--- src/rtl/sub4_sweep.sv ---
// Exhaustive operand sweep for an external 4-bit subtractor stage.
// Each (a,b) pair is held, sampled, scored, and handed off as a record.
module sub4_sweep #(
  parameter int SETTLE = 2,
  parameter int REPEAT = 2
) (
  input  logic       clk,
  input  logic       rst,
  input  logic       start,
  output logic [3:0] a_out,
  output logic [3:0] b_out,
  input  logic [3:0] diff_in,
  output logic       busy,
  output logic       done,
  output logic       res_valid,
  input  logic       res_ready,
  output logic [3:0] res_a,
  output logic [3:0] res_b,
  output logic [3:0] res_diff,
  output logic       res_illegal,
  output logic       res_mismatch,
  output logic [9:0] legal_cnt,
  output logic [9:0] illegal_cnt,
  output logic [9:0] mismatch_cnt
);

  typedef enum logic [1:0] {
    S_IDLE,
    S_SETTLE,
    S_PRESENT,
    S_DONE
  } state_t;

  localparam logic [3:0] SLOAD = 4'(SETTLE - 1);
  localparam logic [1:0] PLAST = 2'(REPEAT - 1);

  state_t     state, state_n;
  logic [3:0] scnt;
  logic [1:0] pass;
  logic [3:0] exp_d;
  logic       go, cap, hs, wrap, last;

  assign go   = (state == S_IDLE || state == S_DONE) && start;
  assign cap  = (state == S_SETTLE) && (scnt == 4'd0);
  assign hs   = (state == S_PRESENT) && res_ready;
  assign wrap = (a_out == 4'hf) && (b_out == 4'hf);
  assign last = wrap && (pass == PLAST);

  assign busy      = (state == S_SETTLE) || (state == S_PRESENT);
  assign done      = (state == S_DONE);
  assign res_valid = (state == S_PRESENT);

  assign exp_d        = res_a - res_b;
  assign res_illegal  = res_a < res_b;
  assign res_mismatch = res_diff != exp_d;

  function automatic logic [9:0] sat(input logic [9:0] c);
    return (c == 10'd1023) ? c : c + 10'd1;
  endfunction

  always_ff @(posedge clk) begin
    if (rst) state <= S_IDLE;
    else     state <= state_n;
  end

  always_comb begin
    state_n = state;
    case (state)
      S_IDLE:    if (start) state_n = S_SETTLE;
      S_SETTLE:  if (cap) state_n = S_PRESENT;
      S_PRESENT: if (hs) state_n = last ? S_DONE : S_SETTLE;
      S_DONE:    if (start) state_n = S_SETTLE;
      default:   state_n = S_IDLE;
    endcase
  end

  always_ff @(posedge clk) begin
    if (rst) begin
      a_out        <= '0;
      b_out        <= '0;
      scnt         <= '0;
      pass         <= '0;
      res_a        <= '0;
      res_b        <= '0;
      res_diff     <= '0;
      legal_cnt    <= '0;
      illegal_cnt  <= '0;
      mismatch_cnt <= '0;
    end else begin
      if (go) begin
        a_out        <= '0;
        b_out        <= '0;
        pass         <= '0;
        scnt         <= SLOAD;
        legal_cnt    <= '0;
        illegal_cnt  <= '0;
        mismatch_cnt <= '0;
      end
      if (state == S_SETTLE && scnt != 4'd0)
        scnt <= scnt - 4'd1;
      if (cap) begin
        res_a    <= a_out;
        res_b    <= b_out;
        res_diff <= diff_in;
      end
      if (hs) begin
        if (res_illegal) illegal_cnt <= sat(illegal_cnt);
        else             legal_cnt   <= sat(legal_cnt);
        if (res_mismatch) mismatch_cnt <= sat(mismatch_cnt);
        // b is the inner loop; a full wrap closes one pass
        b_out <= b_out + 4'd1;
        if (b_out == 4'hf) a_out <= a_out + 4'd1;
        if (wrap) pass <= pass + 2'd1;
        scnt <= SLOAD;
      end
    end
  end

endmodule

--- config.mk ---
export PLATFORM = sky130hd
export DESIGN_NAME = sub4_sweep
export DESIGN_NICKNAME = d
export VERILOG_FILES = /design/src/rtl/sub4_sweep.sv
export SDC_FILE = /design/constraint.sdc
export NUM_CORES = 1
export LEC_CHECK = 0
export BUFFER_PORTS_ARGS = -buffer_cell sky130_fd_sc_hd__buf_2
export CORE_MARGIN = 4
export CORE_UTILIZATION = 45
export DETAILED_ROUTE_END_ITERATION = 8
export PLACE_DENSITY = 0.66
export SLEW_MARGIN = 0
export SYNTH_ARGS = -nofsm -noshare
export SYNTH_HDL_FRONTEND = slang
export SYNTH_SLANG_ARGS = --single-unit
--- constraint.sdc ---
create_clock -name clk -period 3.6 [get_ports clk]
set_clock_uncertainty 0.2 [all_clocks]
set_input_delay 0.9 -clock clk [delete_from_list [all_inputs] [get_ports clk]]
set_output_delay 0.9 -clock clk [all_outputs]
set_load 0.005 [all_outputs]
==> impl_metrics.tcl, run 1 <==
set metrics [dict create \
    final_cell_mix "buf_2, dfxtp_1, nand2_1" \
    die_area_sq_um 8246 \
    p_leak_nw 1.611 \
    critPathArrivalTime_ps 2370 \
    syn_inst 383 \
    clockRootBuffer "clkbuf_8" \
    hold_buffers 0 \
    cp.required_ps 2500 \
    power_density_nw_per_um2 567.6 \
    nets 477 \
    port_buffers 62 \
    drt_pass1_iterations 4 \
    synthArstFlopShare_pct 0 \
    vias 2960 \
    worst_pin_slew_ps 847.3 \
    crit_type "register to output port" \
    antenna_left 0 \
    syn_area_sq_um 3085 \
    period_needed_ps 3472 \
    setup_viol 0 \
    yosysWarningCount 0 \
    synth_largest_area_cell "dfxtp_1" \
    yosys.area.top_type_share_pct 37.63 \
    hold_class "register to register" \
    ys_types 48 \
    fin_crit_sh_pct 96.43 \
    dp_slack_ps 397.2 \
    viasPerCell 5.533 \
    clk_pin_slew_worst_paths_ps 70 \
    yosysSeqAreaShare_pct 37.63 \
    cap_violations 0 \
    start_util_pct 47.51 \
    core_sq_um 6495 \
    final_max_slew_viol_count 0 \
    place.gp.congestion 0.8182 \
    final.fill_count 653 \
    fp.dieH_um 90.81 \
    peakVddDrop_uv 214.9 \
    finalHoldViolCount 0 \
    startpoint_type "register" \
    drtIter0Drc 121 \
    rows 29 \
    hpwl_um 5603 \
    path_max_fanout 6 \
    antenna_cells 0 \
    synth_flop_cell "dfxtp_1" \
    ctsHtreeMaxLevel 3 \
    fmax_ghz 0.2881 \
    final_common_cell "buf_2" \
    drt-total-wl_um 7865 \
    cp-startpoint "res_a[0]" \
    clk_path_buf_depth 2 \
    drive_gt1_share_pct 22.05 \
    wl_per_cell_um 14.70 \
    grt_pass1_vias 2760 \
    syn_to_final_growth_pct 21.78 \
    fin_ws_ps 128.4 \
    syn_avg_cell_area_sq_um 8.056 \
    grt_util_all_layers_pct 19.42 \
    grt_pass1_wl_um 13080 \
    max_slew_margin_pct 43.31 \
    hp-start "res_a[0]" \
    status "completed" \
    cts_tree "done" \
    tns_ps 0 \
    cts.sinks 58 \
    antenna_found_initial 0 \
    ys_ff_latch 58 \
    synthTopCellsByArea "dfxtp_1, ha_1, a21oi_1" \
    ios 63 \
    drcViolationCount 0 \
    numCtsBuffers 9 \
    synth_edf_count 0 \
    r2r-start "res_a[0]" \
    rsz0062_at_grt "false" \
    end_kind "output port" \
    reg_top3 "illegal_cnt: 10 flops, legal_cnt: 10 flops, mismatch_cnt: 10 flops" \
    fp.dieW_um 90.81 \
    syn_nets 407 \
    grt_max_degree 36 \
    clock_latency_ps 340 \
    grt-ovfl-total 0 \
]
## final cells by class
| type | count | area, sq um | area share, % |
|---|---|---|---|
| multi-input cells | 294 | 1809 | 48.15 |
| flip-flops and latches | 58 | 1161 | 30.90 |
| repair buffers | 73 | 392.9 | 10.46 |
| clock buffers | 11 | 131.4 | 3.497 |
| clock inverters | 5 | 102.6 | 2.731 |
| well taps | 77 | 96.34 | 2.564 |
| inverters | 17 | 63.81 | 1.698 |
## power breakdown
group | switching (mW) | internal (mW) | total, mW
clock | 0.262 | 0.459 | 0.721
sequential | 0.0384 | 0.680 | 0.719
combinational | 0.410 | 0.283 | 0.693
total | 0.710 | 1.42 | 2.13
## Yosys cell counts, types with 2 or more instances
library cell / count
dfxtp_1: 58
nand2_1: 46
nor2_1: 44
a21oi_1: 35
o21ai_0: 19
inv_1: 17
nand3_1: 16
ha_1: 15
clkbuf_1: 13
nand4_1: 11
nor3_1: 9
mux2i_1: 8
and3_1: 7
a211oi_1: 6
or3_1: 6
a31oi_1: 5
mux2_2: 5
xnor2_1: 5
a21o_1: 4
a311oi_1: 4
and2_1: 4
nand2b_1: 4
a22oi_1: 3
nand3b_1: 3
nor4_1: 3
or2_2: 3
xor2_1: 3
and4b_1: 2
nor3b_1: 2
o211ai_1: 2
o21a_1: 2
o21bai_1: 2
o2bb2ai_1: 2
## worst max-delay path, cell delays in order (launching register included)
cell,delay (ps)
dfxtp_1,340
inv_1,50
ha_1,230
fa_1,420
xnor3_1,390
nor3_4,180
and3_4,250
inv_1,50
buf_2,120
## stage by stage
| step | utilization, % | area [sq um] | power (mW) | hold WS (ps) | instances |
|---|---|---|---|---|---|
| after global placement | 53.46 | 3472 | 1.313 | 258.9 | 513 |
| after detailed placement | 53.46 | 3472 | 1.332 | 263.1 | 513 |
| after CTS | 57.06 | 3706 | 2.060 | 273.1 | 529 |
| after global routing | 57.85 | 3757 | 2.255 | 298.3 | 535 |
| final | 57.85 | 3757 | 2.133 | 273.0 | 535 |
| after floorplan | - | 3085 | 1.172 | 256.0 | 383 |
## cell families (layout without fill, tap and decap cells)
kind of cell	after synthesis	after routing	synth area share, %
AND/OR/NAND/NOR	167	168	26.64
AO/OA/AOI/OAI	88	88	17.40
flip-flops	58	58	37.63
buffers and inverters	32	106	4.177
adder cells (fa/ha/maj)	16	16	6.732
multiplexers	13	13	4.420
XOR/XNOR	9	9	3.001
## per-layer routing
layer,share of wire [%],track usage [%]
met1,46,24.00
met2,49,32.98
met3,4.8,4.833
met4,0.97,6.407
met5,0,0
## worst paths after layout
check                    endpoint  slack, ps  depth (start not counted)
setup / recovery     res_mismatch        130                          8
hold / removal           res_a[0]        270                          2
setup reg to reg  mismatch_cnt[4]        640                         10
hold reg to reg          res_a[0]        270                          2
## repair_timing
item | CTS | global route
setup buffers | 0 | 5
endpoints found under the setup margin | 0 | 1
resized for setup | 0 | 1
(Power assumes the default switching activity.)
==> inputs of run 2 (changes only) <==
- clock period: 3.6 -> 3.4 ns (I/O delays scaled with it)
==> impl_metrics.tcl, run 2 (synthesized netlist as in run 1, its figures left out) <==
set metrics [dict create \
    status "completed" \
    hpwl_um 5324 \
    antenna_found_initial 0 \
    final_max_slew_viol_count 0 \
    antenna_left 0 \
    fin_ws_ps 189.5 \
    critPathArrivalTime_ps 2160 \
    grt_max_degree 35 \
    cap_violations 0 \
    r2r_end "mismatch_cnt[3]" \
    tns_ps 0 \
    setup_viol 0 \
    fp.dieH_um 90.81 \
    r2r-start "res_a[0]" \
    rows 29 \
    r2r_cells 9 \
    finalHoldViolCount 0 \
    vias 2921 \
    multiInputGateArea_sq_um 1802 \
    drtIter0Drc 106 \
    power_density_nw_per_um2 569.8 \
    grt_pass1_wl_um 12820 \
    crit_path_end "res_mismatch" \
    start_util_pct 47.51 \
    drcViolationCount 0 \
    regArea_sq_um 1161 \
    port_buffers 62 \
    numCtsBuffers 9 \
    rsz0062_at_grt "false" \
    final_common_cell "buf_2" \
    syn_to_final_growth_pct 19.59 \
    core_sq_um 6495 \
    cts.sinks 58 \
    grt_pass1_vias 2695 \
    clock_latency_ps 340 \
    clockRootBuffer "clkbuf_8" \
    antenna_cells 0 \
    clk_path_buf_depth 2 \
    clk_pin_slew_worst_paths_ps 70 \
    grt_util_all_layers_pct 19.00 \
    grt-ovfl-total 0 \
    fp.dieW_um 90.81 \
    path_max_fanout 3 \
    hp-start "res_b[2]" \
    nets 470 \
    p_leak_nw 1.586 \
    wl_per_cell_um 14.17 \
    drt_pass1_iterations 4 \
    cp.required_ps 2350 \
    fmax_ghz 0.3115 \
    drt-total-wl_um 7484 \
    peakVddDrop_uv 266.1 \
    rrSetupSlack_ps 670 \
    reg_top3 "illegal_cnt: 10 flops, legal_cnt: 10 flops, mismatch_cnt: 10 flops" \
    ios 63 \
    final_cell_mix "buf_2, dfxtp_1, nand2_1" \
    ctsHtreeMaxLevel 3 \
    period_needed_ps 3211 \
    cts_tree "done" \
    die_area_sq_um 8246 \
    viasPerCell 5.532 \
    dp_slack_ps 294.6 \
    fin_crit_sh_pct 94.43 \
    place.gp.congestion 0.8393 \
    crit_type "register to output port" \
    drive_gt1_share_pct 21.06 \
    end_kind "output port" \
    worst_pin_slew_ps 881.4 \
    final.fill_count 634 \
    cp-startpoint "res_a[0]" \
    max_slew_margin_pct 41.02 \
    hold_class "register to register" \
    startpoint_type "register" \
]
-- run 2: cell type report --
cell class	instances	share of cell area, %
Clock inverter	5	2.102
Multi-Input combinational cell	293	48.83
Timing Repair Buffer	67	9.427
Clock buffer	11	3.832
Inverter	17	1.729
Sequential cell	58	31.47
Tap cell	77	2.611
-- run 2: worst min-delay path by stage --
| stage | to | slack [ps] | cells after the start |
|---|---|---|---|
| after floorplan | pass[0] | 260 | 2 |
| after global placement | res_a[0] | 260 | 2 |
| after detailed placement | res_a[0] | 260 | 2 |
| after CTS | res_a[0] | 270 | 2 |
| after global routing | res_b[3] | 300 | 2 |
| final | res_b[2] | 270 | 2 |
-- run 2: what timing repair did --
action                     CTS  global route
hold buffers                 0             0
pin swaps                    1             1
setup endpoints to repair    1             1
gates resized for setup      0             1
gates cloned                 0             0
setup buffers                1             0
-- run 2: through the flow --
step / hold WS [ps] / total power [mW] / instances / util, % / cell area, sq um
finish: 273.4 / 2.102 / 528 / 56.81 / 3690
global route: 304.2 / 2.243 / 528 / 56.81 / 3690
CTS: 272.9 / 2.121 / 528 / 56.71 / 3684
detailed placement: 263.4 / 1.390 / 511 / 53.23 / 3457
global placement: 259.6 / 1.378 / 511 / 53.23 / 3457
floorplan: 256.0 / 1.241 / 383 / - / 3085
-- run 2: report_power, final --
group	internal [mW]	leakage, nW	switching, mW
clock	0.430	0.109	0.281
combinational	0.233	1.01	0.396
sequential	0.720	0.468	0.0412
-- run 2: layer usage --
metal  vias to the layer above  GRT usage (%)  part of all wire, %
li1                       1494              -                    -
met1                      1362          23.34                   45
met2                        53          32.43                   50
met3                        12          4.000                  4.0
met4                         0          7.412                  1.6
met5                         -              0                    0
-- run 2: critical path: stages (launching register included) --
cell and delay [ps]:
dfxtp_1 350, inv_1 50, ha_1 220, fa_1 450
xnor2_1 170, nor3_4 220, and3_4 220, inv_1 40
buf_2 110
